===== src/rtl/bist_pkg.sv =====
// Package: bist_pkg
// Shared types and constants for the 6:3 counter BIST controller.
//   - bist_state_e : controller FSM states
//   - N_IN / N_OUT : width of the counter under test (6 inputs, 3-bit count)
//   - N_PAT        : number of exhaustive test patterns
//   - MISR_POLY    : feedback taps of the x^3+x+1 MISR
//   - popcount6()  : golden model of the 6:3 counter
package bist_pkg;

   typedef enum logic [1:0] {
      IDLE  = 2'd0,
      RUN   = 2'd1,
      DRAIN = 2'd2,
      DONE  = 2'd3
   } bist_state_e;

   localparam int N_IN  = 6;
   localparam int N_OUT = 3;
   localparam int N_PAT = 64;

   localparam logic [N_OUT-1:0] MISR_POLY = 3'b011;

   // The counter under test must produce the number of ones in its 6-bit input.
   function automatic logic [N_OUT-1:0] popcount6(input logic [N_IN-1:0] v);
      logic [N_OUT-1:0] c;
      c = '0;
      for (int i = 0; i < N_IN; i++) begin
         c = c + N_OUT'(v[i]);
      end
      return c;
   endfunction

endpackage


===== src/rtl/bist_misr.sv =====
// Module: bist_misr
// 3-bit multiple-input signature register, polynomial x^3+x+1.
// Ports:
//   clk  in  1  rising-edge clock
//   rst  in  1  asynchronous active-high reset
//   clr  in  1  synchronous clear (wins over en)
//   en   in  1  compact din into the signature this cycle
//   din  in  3  response word to compact
//   sig  out 3  current signature
module bist_misr
   import bist_pkg::*;
(
   input  logic             clk,
   input  logic             rst,
   input  logic             clr,
   input  logic             en,
   input  logic [N_OUT-1:0] din,
   output logic [N_OUT-1:0] sig
);

   logic [N_OUT-1:0] sig_q;
   logic [N_OUT-1:0] sig_d;

   // Shift left and fold the outgoing msb back through the polynomial taps,
   // which works out to {s[1], s[0]^s[2], s[2]} ^ din.
   always_comb begin
      sig_d = sig_q;
      if (clr) begin
         sig_d = '0;
      end else if (en) begin
         sig_d = {sig_q[N_OUT-2:0], 1'b0} ^ (sig_q[N_OUT-1] ? MISR_POLY : '0) ^ din;
      end
   end

   // Signature register.
   always_ff @(posedge clk or posedge rst) begin
      if (rst) begin
         sig_q <= '0;
      end else begin
         sig_q <= sig_d;
      end
   end

   assign sig = sig_q;

endmodule


===== src/rtl/bist_counter_ctrl.sv =====
// Module: bist_counter_ctrl
// BIST controller for the fast 6:3 counter. On an accepted start it walks all
// 64 input patterns through the counter, checks every response against an
// internal popcount model delayed by DUT_LAT cycles, and reports pass/fail,
// the error count and the first failing pattern.
// Optional feature macro: BIST_MISR_EN adds DUT and reference MISRs; pass then
// also requires matching signatures. Without it signature is tied to zero.
// Parameters:
//   DUT_LAT  cycles from tpg_out change to valid dut_resp (0..4)
// Ports:
//   clk         in   1  rising-edge clock
//   rst         in   1  asynchronous active-high reset
//   start       in   1  launches a run when sampled in IDLE or DONE
//   dut_resp    in   3  {carry2,carry1,sum} from the counter under test
//   test_mode   out  1  steers tpg_out into the counter while busy
//   tpg_out     out  6  current test pattern
//   busy        out  1  run in progress
//   done        out  1  run finished, held until the next accepted start
//   pass        out  1  run finished with no errors (and matching signatures)
//   err_cnt     out  7  number of mismatching responses
//   first_fail  out  6  pattern of the first mismatch, 0 if none
//   signature   out  3  DUT MISR value (0 without BIST_MISR_EN)
module bist_counter_ctrl
   import bist_pkg::*;
#(
   parameter int DUT_LAT = 1
) (
   input  logic             clk,
   input  logic             rst,
   input  logic             start,
   input  logic [N_OUT-1:0] dut_resp,
   output logic             test_mode,
   output logic [N_IN-1:0]  tpg_out,
   output logic             busy,
   output logic             done,
   output logic             pass,
   output logic [6:0]       err_cnt,
   output logic [N_IN-1:0]  first_fail,
   output logic [N_OUT-1:0] signature
);

   localparam logic [2:0] DRAIN_LAST = (DUT_LAT > 0) ? 3'(DUT_LAT - 1) : 3'd0;

   bist_state_e      state_q, state_d;
   logic [N_IN-1:0]  pattern_q, pattern_d;
   logic [2:0]       drain_q, drain_d;
   logic [6:0]       err_cnt_q, err_cnt_d;
   logic [N_IN-1:0]  first_fail_q, first_fail_d;

   logic             start_acc;
   logic             vld_now;
   logic [N_OUT-1:0] exp_now;
   logic             vld_dly;
   logic [N_OUT-1:0] exp_dly;
   logic [N_IN-1:0]  pat_dly;
   logic             mismatch;
   logic             sig_match;

   assign start_acc = start && ((state_q == IDLE) || (state_q == DONE));
   assign vld_now   = (state_q == RUN);
   assign exp_now   = popcount6(pattern_q);

   // Next state and pattern counter. The counter is cleared on every entry to
   // DONE so tpg_out reads 0 outside a run without extra output gating.
   always_comb begin
      state_d   = state_q;
      pattern_d = pattern_q;
      drain_d   = drain_q;
      case (state_q)
         IDLE, DONE: begin
            if (start) begin
               state_d   = RUN;
               pattern_d = '0;
            end
         end
         RUN: begin
            if (pattern_q == N_IN'(N_PAT - 1)) begin
               if (DUT_LAT == 0) begin
                  state_d   = DONE;
                  pattern_d = '0;
               end else begin
                  state_d = DRAIN;
                  drain_d = '0;
               end
            end else begin
               pattern_d = pattern_q + 1'b1;
            end
         end
         DRAIN: begin
            if (drain_q == DRAIN_LAST) begin
               state_d   = DONE;
               pattern_d = '0;
            end else begin
               drain_d = drain_q + 3'd1;
            end
         end
         default: state_d = IDLE;
      endcase
   end

   // FSM, pattern and drain counters.
   always_ff @(posedge clk or posedge rst) begin
      if (rst) begin
         state_q   <= IDLE;
         pattern_q <= '0;
         drain_q   <= '0;
      end else begin
         state_q   <= state_d;
         pattern_q <= pattern_d;
         drain_q   <= drain_d;
      end
   end

   // Expected value, pattern and valid flag travel together so each compare
   // lines up with the response the counter gives DUT_LAT cycles later.
   generate
      if (DUT_LAT == 0) begin : g_no_pipe
         assign exp_dly = exp_now;
         assign pat_dly = pattern_q;
         assign vld_dly = vld_now;
      end else begin : g_pipe
         logic [N_OUT-1:0] exp_pipe_q [DUT_LAT];
         logic [N_IN-1:0]  pat_pipe_q [DUT_LAT];
         logic             vld_pipe_q [DUT_LAT];

         // Shift register, stage 0 fed from the current pattern.
         always_ff @(posedge clk or posedge rst) begin
            if (rst) begin
               for (int i = 0; i < DUT_LAT; i++) begin
                  exp_pipe_q[i] <= '0;
                  pat_pipe_q[i] <= '0;
                  vld_pipe_q[i] <= 1'b0;
               end
            end else begin
               exp_pipe_q[0] <= exp_now;
               pat_pipe_q[0] <= pattern_q;
               vld_pipe_q[0] <= vld_now;
               for (int i = 1; i < DUT_LAT; i++) begin
                  exp_pipe_q[i] <= exp_pipe_q[i-1];
                  pat_pipe_q[i] <= pat_pipe_q[i-1];
                  vld_pipe_q[i] <= vld_pipe_q[i-1];
               end
            end
         end

         assign exp_dly = exp_pipe_q[DUT_LAT-1];
         assign pat_dly = pat_pipe_q[DUT_LAT-1];
         assign vld_dly = vld_pipe_q[DUT_LAT-1];
      end
   endgenerate

   assign mismatch = vld_dly && (dut_resp != exp_dly);

   // Result accumulation. The pipeline is empty whenever start can be
   // accepted, so clear and count never compete.
   always_comb begin
      err_cnt_d    = err_cnt_q;
      first_fail_d = first_fail_q;
      if (start_acc) begin
         err_cnt_d    = '0;
         first_fail_d = '0;
      end else if (mismatch) begin
         err_cnt_d = err_cnt_q + 7'd1;
         if (err_cnt_q == 7'd0) begin
            first_fail_d = pat_dly;
         end
      end
   end

   // Result registers.
   always_ff @(posedge clk or posedge rst) begin
      if (rst) begin
         err_cnt_q    <= '0;
         first_fail_q <= '0;
      end else begin
         err_cnt_q    <= err_cnt_d;
         first_fail_q <= first_fail_d;
      end
   end

`ifdef BIST_MISR_EN
   logic [N_OUT-1:0] dut_sig;
   logic [N_OUT-1:0] ref_sig;

   bist_misr u_dut_misr (
      .clk (clk),
      .rst (rst),
      .clr (start_acc),
      .en  (vld_dly),
      .din (dut_resp),
      .sig (dut_sig)
   );

   bist_misr u_ref_misr (
      .clk (clk),
      .rst (rst),
      .clr (start_acc),
      .en  (vld_dly),
      .din (exp_dly),
      .sig (ref_sig)
   );

   assign signature = dut_sig;
   assign sig_match = (dut_sig == ref_sig);
`else
   assign signature = '0;
   assign sig_match = 1'b1;
`endif

   assign busy       = (state_q == RUN) || (state_q == DRAIN);
   assign test_mode  = busy;
   assign done       = (state_q == DONE);
   assign tpg_out    = pattern_q;
   assign err_cnt    = err_cnt_q;
   assign first_fail = first_fail_q;
   // Pass reflects the final counts, which are already registered on the edge
   // that enters DONE.
   assign pass       = done && (err_cnt_q == 7'd0) && sig_match;

endmodule


===== config.mk =====
export PLATFORM = sky130hd
export DESIGN_NAME = bist_counter_ctrl
export DESIGN_NICKNAME = d
export VERILOG_FILES = /design/src/rtl/bist_pkg.sv /design/src/rtl/bist_misr.sv /design/src/rtl/bist_counter_ctrl.sv
export SDC_FILE = /design/constraint.sdc
export NUM_CORES = 1
export LEC_CHECK = 0
export CORE_ASPECT_RATIO = 0.5
export CORE_MARGIN = 2
export CORE_UTILIZATION = 35
export CTS_BUF_LIST = sky130_fd_sc_hd__clkbuf_8 sky130_fd_sc_hd__clkbuf_16
export CTS_CLUSTER_SIZE = 40
export DETAILED_ROUTE_END_ITERATION = 8
export GPL_TIMING_DRIVEN = 0
export MAX_ROUTING_LAYER = met4
export PLACE_DENSITY_LB_ADDON = 0.12
export SETUP_SLACK_MARGIN = 0.1
export SLEW_MARGIN = 0
export SYNTH_ARGS = -nofsm -noshare
export SYNTH_HDL_FRONTEND = slang
export SYNTH_HIERARCHICAL = 1
export SYNTH_SLANG_ARGS = --single-unit

===== constraint.sdc =====
create_clock -name clk -period 5.5 [get_ports clk]
set_input_delay 0.825 -clock clk [delete_from_list [all_inputs] [get_ports clk]]
set_output_delay 0.825 -clock clk [all_outputs]
set_load 0.05 [all_outputs]

* After elaboration in Yosys (flattened, before gate mapping)
Cells that the tools add are included. Widths: inputs -> output; s select.
Word-level totals: register bits after elaboration 34, bits of input ports 6, output and inout bits 26, word-level logic and storage cells 58
Cells by class: add/subtract/negate cells 8, equality and inequality tests 10, mux-type cells 16, reduce and logical (&&, ||, !) cells 16
Operators by type and width (number):
- $mux 6 | 6
- $pmux 6 s3 | 1
- $mux 7 | 2
- $add 3x1->3 | 3
- $reduce_and 3->1 | 3
- $ne 2x2->1 const B | 4
- $add 7x1->7 const B | 1
- $logic_not 7->1 | 1
- $add 6x1->6 const B | 1
- $eq 6x6->1 const B | 1
- $mux 2 | 3
- $mux 3 | 2
- $pmux 2 s3 | 1
- $pmux 3 s2 | 1
- $reduce_bool 2->1 | 3
- $eq 2x2->1 const B | 2
- $add 2x1->3 | 1
- $add 3x1->3 const B | 1
- $logic_and 1x1->1 | 3
- $logic_not 3->1 | 1
- $ne 3x3->1 | 1
- $add 1x1->2 | 1
- $eq 2x1->1 const B | 1
- $logic_not 2->1 | 1
- other kinds (4) | 5

* Depth between registers and ports, before layout
Gate-level depths: netlist of the first run.
depth after elaboration 5, gate-level depth with buffers 7, gate-level depth less buffers 6

* Worst setup path before layout of the first run
OpenSTA, ideal clock, no wires.
path kind reg-to-reg, start point reg pattern_q[0], in the netlist tpg_out[0], end point reg g_pipe.exp_pipe_q, in the netlist exp_dly[1], setup time 135 ps, arrival 2415 ps, data required time 5365 ps, setup slack 2949 ps, stages on the path, launching flop included 7, path buffers 0, period minus slack after synthesis 2551 ps, cells stage by stage dfrtp_1 -> inv_1 -> fa_1 -> fa_1 -> inv_1 -> ha_1 -> fa_1
Between the ends: longest elaborated chain between the ends 5
Ends and longest elaborated chain:
- start: declaration | RTL line bist_counter_ctrl.sv:45 | logic [N_IN-1:0] pattern_q, pattern_d;
- start signal: assignment | RTL line bist_counter_ctrl.sv:109 | pattern_q <= pattern_d;
- $add 1x1->2 | RTL line bist_pkg.sv:28 | c = c + N_OUT'(v[i]);
- $add 2x1->3 | RTL line bist_pkg.sv:28
- $add 3x1->3 (3 in series) | RTL line bist_pkg.sv:28
- net exp_now[1] | RTL line bist_counter_ctrl.sv:52 | logic [N_OUT-1:0] exp_now;
- end signal: indexed assignment | RTL line bist_counter_ctrl.sv:139 | exp_pipe_q[i] <= exp_pipe_q[i-1];
- end: declaration | RTL line bist_counter_ctrl.sv:122 | logic [N_OUT-1:0] exp_pipe_q [DUT_LAT];
The timed path passes the listed nets, and every way through them passes these cells. A chain may end at the register's enable or synchronous reset.

* Final worst setup path of the first run
start point reg err_cnt_q[3], in the netlist err_cnt[3], end point out pass
Between the ends: longest elaborated chain between the ends 2
Ends and longest elaborated chain:
- start: declaration | RTL line bist_counter_ctrl.sv:47 | logic [6:0] err_cnt_q, err_cnt_d;
- start signal: assignment | RTL line bist_counter_ctrl.sv:176 | err_cnt_q <= err_cnt_d;
- $logic_not 7->1 | RTL line bist_counter_ctrl.sv:218 | assign pass = done && (err_cnt_q == 7'd0) && sig_match;
- $logic_and 1x1->1 | RTL line bist_counter_ctrl.sv:218
- end: declaration | RTL line bist_counter_ctrl.sv:36 | output logic pass,
Every way passes these cells.

==> results of run 1 <==
[placed cells by master, fill, tap and decap left out, types with 2 or more instances in the layout]
cell,netlist,layout
a21oi_1,18,18
clkbuf_1,3,3
nand2_1,9,9
or3_1,4,4
o21ai_0,10,10
o21ai_1,5,5
conb_1,1,3
nand3_1,11,11
xor2_1,3,3
nand2b_1,2,2
and2_1,2,2
buf_4,6,6
nor2_1,6,6
fa_1,3,3
a31o_2,2,2
ha_1,10,10
mux2i_1,4,4
nand4_1,2,2
o211ai_1,2,2
and4_1,2,2
clkinv_2,0,2
dfrtp_1,34,34
a41oi_1,2,2
clkbuf_8,0,5
buf_6,2,2
inv_1,18,17
clkdlybuf4s50_1,0,28
[worst max-delay path, cell delays in order (launching register included)]
cell,delay [ps]
dfrtp_1,450
nor4_1,400
and3b_1,220
buf_4,140
and2_1,130
clkdlybuf4s50_1,790
[metrics by stage]
step	hold slack, ps	std cells	setup WS, ps	area (sq um)
CTS	462	284	2200	2280
floorplan	490	178	2950	1800
global route	491	284	2120	2280
global placement	468	276	2550	2170
detailed placement	454	276	2520	2170
finish	463	284	2260	2280
[worst paths after layout]
| kind | cells past startpoint | slack [ps] | start | to |
|---|---|---|---|---|
| max in group asynchronous | 2 | 4070 | rst | drain_q[2] |
| hold / removal | 0 | 460 | tpg_out[1] | g_pipe.pat_pipe_q[1] |
| hold reg to reg | 0 | 460 | tpg_out[1] | g_pipe.pat_pipe_q[1] |
| min in group asynchronous | 2 | 970 | rst | first_fail[3] |
| setup reg to reg | 6 | 3200 | tpg_out[3] | exp_dly[1] |
| setup / recovery | 5 | 2260 | err_cnt[3] | pass |
[layer usage]
layer	track usage, %	vias up	wire length [um]
li1	-	679	-
met1	17.0	657	1740
met2	22.5	22	1630
met3	4.17	7	134
met4	6.67	0	66
met5	-	-	0
[layout make-up]
| type | instances | area share, % |
|---|---|---|
| flip-flops and latches | 34 | 37.4 |
| plain buffers | 11 | 3.46 |
| multi-input cells | 115 | 35.2 |
| clock buffers | 5 | 3.02 |
| inverters | 18 | 2.97 |
| repair buffers | 28 | 12.3 |
| clock inverters | 3 | 1.76 |
| well taps | 70 | 3.85 |
[power by group]
| part | switching (mW) | internal, mW |
|---|---|---|
| combinational | 0.357 | 0.203 |
| clock | 0.0922 | 0.133 |
| sequential | 0.0413 | 0.294 |
[flip-flops by register name (all words and copies together) (netlist names)]
name	flops
state_q	2
drain_q	3
tpg_out	6
err_cnt	7
g_pipe.vld_pipe_q	1
first_fail	6
exp_dly	3
g_pipe.pat_pipe_q	6
[kinds of logic after synthesis]
| logic type | after synthesis | synth area share [%] |
|---|---|---|
| xor gates and xnor gates | 4 | 1.96 |
| AOI/OAI and AO/OA | 47 | 16.6 |
| buffers and inverters | 29 | 8.17 |
| DFF | 34 | 47.5 |
| adders and majority gates | 13 | 10.3 |
| and+or+nand+nor | 44 | 13.0 |
| muxes | 4 | 2.23 |
| other | 1 | 0.209 |
==> results.yml, run 1 <==
run_status:
  outcome: "finished clean"
worst_setup_path:
  crit_path_start_kind: "register"
  critPathMaxFanout: 7
  crit_arrival_ps: 2410
  path_class: "reg2out"
  cp.required_ps: 4680
  end_kind: "primary output"
yosys:
  synth_most_common_cell: "dfrtp_1"
  seq_area_frac_synth_pct: 47.5
  netlist_instances: 176
  synth_commonest_cells: "dfrtp_1 (34), a21oi_1 (18), inv_1 (18)"
  synth_top_cell_area_share_pct: 47.5
  syn_avg_cell_area_sq_um: 10.2
  synth-seq-cells: 34
  netlist-cell-type-count: 39
  ys.flop_type: "dfrtp_1"
  synthTopCellsByArea: "dfrtp_1 (47%), ha_1 (7.0%), a21oi_1 (5.0%)"
  synth_edf_count: 0
  syn_area_sq_um: 1790
  yosysWarnings: 6
  yosysTopAreaCell: "dfrtp_1"
  async_reset_ff_share_pct: 100
floorplan:
  die-area_sq_um: 5740
  core_area_sq_um: 4930
  initial_core_util_pct: 36.3
  die_w_um: 105
  io_pins: 32
  chipHeight_um: 54.6
  fp-row-count: 18
clock_tree:
  cts_max_path_buffers: 2
  cts_tree: "done"
  root_buffer: "clkbuf_8"
  cts.sinks: 34
  hold_buffers: 0
  cts_resized: 0
  cts-buffers-inserted: 5
  cts_setup_buffers: 0
  clk_pin_slew_worst_paths_ps: 70
  clk_latency_ps: 290
  htreeDepth: 2
routing:
  routedWlPerCell_um: 12.5
  viasPerCell: 4.81
  drt_iter0_drc: 26
  ant_nets: 0
  drc: 0
  first_pass_iters: 4
  num_vias: 1365
  wl_mm: 3.56
finish:
  post-route-util_pct: 46.1
  n_antenna_cell: 0
  seqCellArea_sq_um: 851
  area_growth_pct: 27.0
  fin_nets: 232
  n_fill_cell: 467
  drive_gt1_share_pct: 9.81
  multi_input_area_sq_um: 802
placed_design:
  place_hpwl_mm: 2.65
  port_buffers: 28
  gp_congestion: 0.789
global_route:
  grt_start_max_net_pins: 35
  grt_pass1_vias: 1250
  antenna_found_initial: 0
  grt.total_usage_pct: 14.1
  grt.overflow.total: 0
  grt_first_pass_wirelength_mm: 5.78
sta:
  worst_pin_slew_ps: 698
  fmaxAchievable_mhz: 309
  hold_viol: 0
  slew_headroom_pct: 53.4
  slew_violations: 0
  finalSetupViolCount: 0
  fin_setup_tns_ps: 0
  finalCriticalPeriod_ps: 3240
  finalCritPeriodShare_pct: 58.9
  finClkSkew_ps: 6.08
  rsz0062_at_grt: "false"
pwr:
  peakVddDrop_v: 0.000149
  p_total_mw: 1.12
  powerDensity_nw_per_um2: 493
  p_leak_nw: 1.01
min_path:
  hold_path.class: "reg2reg"
run:
  cap_violations: 0
(Power assumes the default switching activity.)
==> run 2, diff against run 1 <==
==> constraint.sdc (replaced) <==
create_clock -name clk -period 2.8 [get_ports clk]
set_input_delay 0.42 -clock clk [delete_from_list [all_inputs] [get_ports clk]]
set_output_delay 0.42 -clock clk [all_outputs]
set_load 0.05 [all_outputs]
==> results.yml, run 2 (synthesis results as in run 1) <==
run_status:
  outcome: "finished clean"
routing:
  ant_nets: 0
  wl_met1_mm: 1.74
  wl_mm: 3.56
  routedWlPerCell_um: 12.5
  viasPerCell: 4.81
  num_vias: 1365
  dr_wl_met2_mm: 1.63
  drt_iter0_drc: 26
  route.met3.wl_um: 134
  first_pass_iters: 4
  top_layer: "met4"
  drc: 0
clock_tree:
  cts.sinks: 34
  cts_tree: "done"
  cts-buffers-inserted: 5
  root_buffer: "clkbuf_8"
  hold_buffers: 0
  clk_latency_ps: 290
  htreeDepth: 2
  cts_max_path_buffers: 2
  clk_pin_slew_worst_paths_ps: 70
worst_setup_path:
  crit_chain: "nor4_1 -> and3b_1 -> buf_4 -> and2_1 -> dlygate4sd2_1"
  cp.required_ps: 2380
  slowest_delay_ps: 520
  path_class: "reg2out"
  crit_path_start_kind: "register"
  cp_slowest_cell: "dlygate4sd2_1"
  crit_arrival_ps: 2140
  critPathMaxFanout: 7
  end_kind: "primary output"
min_path:
  hold_path.class: "reg2reg"
finish:
  n_fill_cell: 467
  final_cells: 284
  n_antenna_cell: 0
  multi_input_area_sq_um: 802
  seqCellArea_sq_um: 851
  area_growth_pct: 27.0
  design_area_sq_um: 2270
  mostFrequentLayoutCells: "dfrtp_1 (34), clkdlybuf4s50_1 (27), a21oi_1 (18)"
  drive_gt1_share_pct: 9.81
  final_common_cell: "dfrtp_1"
  fin_nets: 232
  largest_reg_flops: 7
sta:
  finalCritPeriodShare_pct: 91.3
  fmaxAchievable_mhz: 391
  hold_viol: 0
  fin_setup_tns_ps: 0
  worst_pin_slew_ps: 698
  finalCriticalPeriod_ps: 2560
  finalSetupViolCount: 0
  slew_violations: 0
  slew_headroom_pct: 53.4
  rsz0062_at_grt: "false"
  finClkSkew_ps: 6.08
pwr:
  p_leak_nw: 1.02
  p_total_mw: 2.20
  p_comb_share_pct: 49.8
  seqPwrFrac_pct: 30.0
  internal_power_mw: 1.23
  clock_power_share_pct: 20.2
  switchingPower_mw: 0.964
  peakVddDrop_v: 0.000293
  powerDensity_nw_per_um2: 966
  switching_share_pct: 43.9
floorplan:
  initial_core_util_pct: 36.3
  die_w_um: 105
  chipHeight_um: 54.6
  io_pins: 32
  die-area_sq_um: 5740
  fp-row-count: 18
  core_area_sq_um: 4930
placed_design:
  placement.cell_area_sq_um: 2170
  gp_congestion: 0.789
  dp.cells: 276
  place_hpwl_mm: 2.65
  port_buffers: 28
global_route:
  grt.total_usage_pct: 14.1
  grt_start_max_net_pins: 35
  grt.overflow.total: 0
  grt_first_pass_wirelength_mm: 5.78
  antenna_found_initial: 0
  grt_pass1_vias: 1250
run:
  cap_violations: 0
run 2: changes by cell type in the layout (fill, tap and decap cells not counted):
cell and delta:
clkdlybuf4s50_1 -1, dlygate4sd2_1 +1
run 2: power by group through the flow:
| stage | combinational, mW | sequential [mW] | clock (mW) |
|---|---|---|---|
| after floorplan | 0.697 | 0.787 | 0 |
| after global placement | 1.11 | 0.669 | 0 |
| after detailed placement | 1.12 | 0.670 | 0 |
| after CTS | 1.11 | 0.661 | 0.459 |
| after global routing | 1.20 | 0.675 | 0.482 |
| final | 1.10 | 0.659 | 0.443 |
run 2: per-layer routing:
metal | up-vias | global-route usage, %
li1 | 679 | -
met1 | 657 | 17.0
met2 | 22 | 22.5
met3 | 7 | 4.17
met4 | 0 | 6.67
met5 | - | -
run 2: stage by stage:
| step | util, % | hold slack (ps) | setup WS [ps] |
|---|---|---|---|
| floorplan | - | 490 | 249 |
| CTS | 46.1 | 462 | 180 |
| finish | 46.1 | 463 | 242 |
| global route | 46.1 | 491 | 102 |
| detailed placement | 43.9 | 454 | 222 |
| global placement | 43.9 | 468 | 254 |
run 2: worst max-delay path: cells and delay by family, from the launching register on:
kind,cells,cell delay [ps]
DFF,1,450
and+or+nand+nor,3,750
buffers and inverters,2,660
run 2: cell type report:
class	instances	area share, %
Tap cell	70	3.85
Timing Repair Buffer	28	12.3
Buffer	11	3.47
Clock buffer	5	3.03
Multi-Input combinational cell	115	35.3
Inverter	18	2.97
Sequential cell	34	37.4
Clock inverter	3	1.76
run 2: path summary, 6_finish.rpt:
check                            from              endpoint  slack, ps  depth (start not counted)
setup / recovery           err_cnt[3]                  pass        240                          5
hold / removal             tpg_out[1]  g_pipe.pat_pipe_q[1]        460                          0
setup reg to reg           tpg_out[3]            exp_dly[1]        500                          6
hold reg to reg            tpg_out[1]  g_pipe.pat_pipe_q[1]        460                          0
max in group asynchronous         rst            drain_q[2]       1780                          2
min in group asynchronous         rst         first_fail[3]        560                          2
run 2: timing repair:
action | 4_1_cts | 5_1_grt
buffers inserted | 0 | 0
resized for setup | 1 | 0
endpoints found under the setup margin | 1 | 0
==> run 3, diff against run 2 <==
--- a/config.mk
+++ b/config.mk
@@ -12,8 +12,9 @@
 export CTS_CLUSTER_SIZE = 40
 export DETAILED_ROUTE_END_ITERATION = 8
 export GPL_TIMING_DRIVEN = 0
+export HOLD_SLACK_MARGIN = 0.15
 export MAX_ROUTING_LAYER = met4
-export PLACE_DENSITY_LB_ADDON = 0.12
+export PLACE_DENSITY_LB_ADDON = 0.1
 export SETUP_SLACK_MARGIN = 0.1
 export SLEW_MARGIN = 0
 export SYNTH_ARGS = -nofsm -noshare
==> results.yml, run 3 (synthesis results as in run 1) <==
worst_setup_path:
  crit_arrival_ps: 2110
  crit_path_frequent_cell: "inv_1"
  r2r-start: "tpg_out[3]"
  cp.required_ps: 2380
  crit_chain: "inv_1 -> ha_1 -> inv_1 -> buf_4 -> clkdlybuf4s50_1"
  crit_start: "state_q[0]"
  crit_path_start_kind: "register"
  crit_family: "buffers and inverters"
  critPathMaxFanout: 4
  crit_buf_inv: 4
  slowest_delay_ps: 780
  cp_slowest_cell: "clkdlybuf4s50_1"
  path_class: "reg2out"
  end_kind: "primary output"
min_path:
  hold_path.class: "reg2reg"
  hp-start: "tpg_out[4]"
finish:
  largest_reg_flops: 7
  n_antenna_cell: 0
  final_common_cell: "dfrtp_1"
  final_cells: 284
  fin_nets: 232
  mostFrequentLayoutCells: "dfrtp_1 (34), clkdlybuf4s50_1 (27), inv_1 (18), a21oi_1 (18), nand3_1 (11)"
  area_growth_pct: 25.8
  drive_gt1_share_pct: 9.81
  n_fill_cell: 488
global_route:
  grt_first_pass_wirelength_mm: 6.08
  antenna_found_initial: 0
  grt.total_usage_pct: 14.7
  grt_pass1_vias: 1231
  grt_start_max_net_pins: 35
  grt.overflow.total: 0
clock_tree:
  cts.sinks: 34
  cts-buffers-inserted: 5
  root_buffer: "clkbuf_8"
  htreeDepth: 2
  clk_latency_ps: 290
  cts_tree: "done"
  cts_max_path_buffers: 2
  clk_pin_slew_worst_paths_ps: 70
pwr:
  peakVddDrop_v: 0.000318
  powerDensity_nw_per_um2: 951
  p_leak_nw: 1.01
sta:
  fin_setup_tns_ps: 0
  fin_ws_ps: 272
  rsz0062_at_grt: "false"
  finalCritPeriodShare_pct: 90.3
  worst_hold_slack_ps: 468
  finalSetupViolCount: 0
  fmaxAchievable_mhz: 395
  finClkSkew_ps: 7.43
  finalCriticalPeriod_ps: 2530
  hold_viol: 0
  slew_violations: 0
  slew_headroom_pct: 52.5
  worst_pin_slew_ps: 711
routing:
  first_pass_iters: 4
  ant_nets: 0
  drt_iter0_drc: 23
  routedWlPerCell_um: 12.9
  num_vias: 1365
  wl_mm: 3.67
  drc: 0
  viasPerCell: 4.81
floorplan:
  io_pins: 32
  die_w_um: 105
  chipHeight_um: 54.6
  initial_core_util_pct: 36.3
  die-area_sq_um: 5740
  core_area_sq_um: 4930
  fp-row-count: 18
placed_design:
  gp_congestion: 0.816
  place_hpwl_mm: 2.68
  dp_slack_ps: 296
  dp.cells: 276
  port_buffers: 28
run_status:
  outcome: "finished clean"
run:
  cap_violations: 0
run 3: final cells by class:
class	count	area (sq um)	area share, %
Buffer	11	78.8	3.50
Inverter	18	67.6	3.00
Sequential cell	34	851	37.8
Tap cell	70	87.6	3.89
Clock buffer	6	82.6	3.66
Multi-Input combinational cell	115	802	35.6
Clock inverter	2	8.76	0.389
Timing Repair Buffer	28	275	12.2
run 3: worst register-to-register path, cell delays in order (launching register included):
cell	delay [ps]
dfrtp_1	510
inv_1	120
fa_1	460
fa_1	490
inv_1	40
ha_1	180
fa_1	420
run 3: power by group:
group,internal (mW),leakage [nW],switching (mW),total [mW]
clock,0.195,0.0524,0.185,0.380
combinational,0.392,0.494,0.709,1.10
sequential,0.578,0.461,0.0844,0.662
run 3: path summary, 6_finish.rpt:
path | to | slack [ps] | depth (start not counted)
setup / recovery | test_mode | 270 | 5
hold / removal | g_pipe.pat_pipe_q[4] | 470 | 0
setup reg to reg | exp_dly[1] | 470 | 6
hold reg to reg | g_pipe.pat_pipe_q[4] | 470 | 0
max in group asynchronous | g_pipe.pat_pipe_q[2] | 1780 | 2
min in group asynchronous | err_cnt[0] | 570 | 2
run 3: repair_timing:
action,4_1_cts,5_1_grt
hold buffers,0,0
resized for setup,1,2
endpoints found under the setup margin,1,1
pin swaps,0,0
buffers inserted,0,0
gates cloned,0,0
run 3: metrics by stage:
step	util, %	cell area [sq um]	total power [mW]
global route	45.7	2250	2.30
global placement	43.9	2170	1.78
CTS	45.8	2260	2.17
detailed placement	43.9	2170	1.79
floorplan	-	1800	1.48
finish	45.7	2250	2.14
run 3: layer usage:
| layer | wire length (um) | GRT usage, % | up-vias |
|---|---|---|---|
| met5 | 0 | - | - |
| met4 | 46 | 4.67 | 0 |
| met3 | 126 | 5.00 | 7 |
| met2 | 1640 | 22.7 | 23 |
| met1 | 1850 | 18.7 | 656 |
| li1 | - | - | 679 |
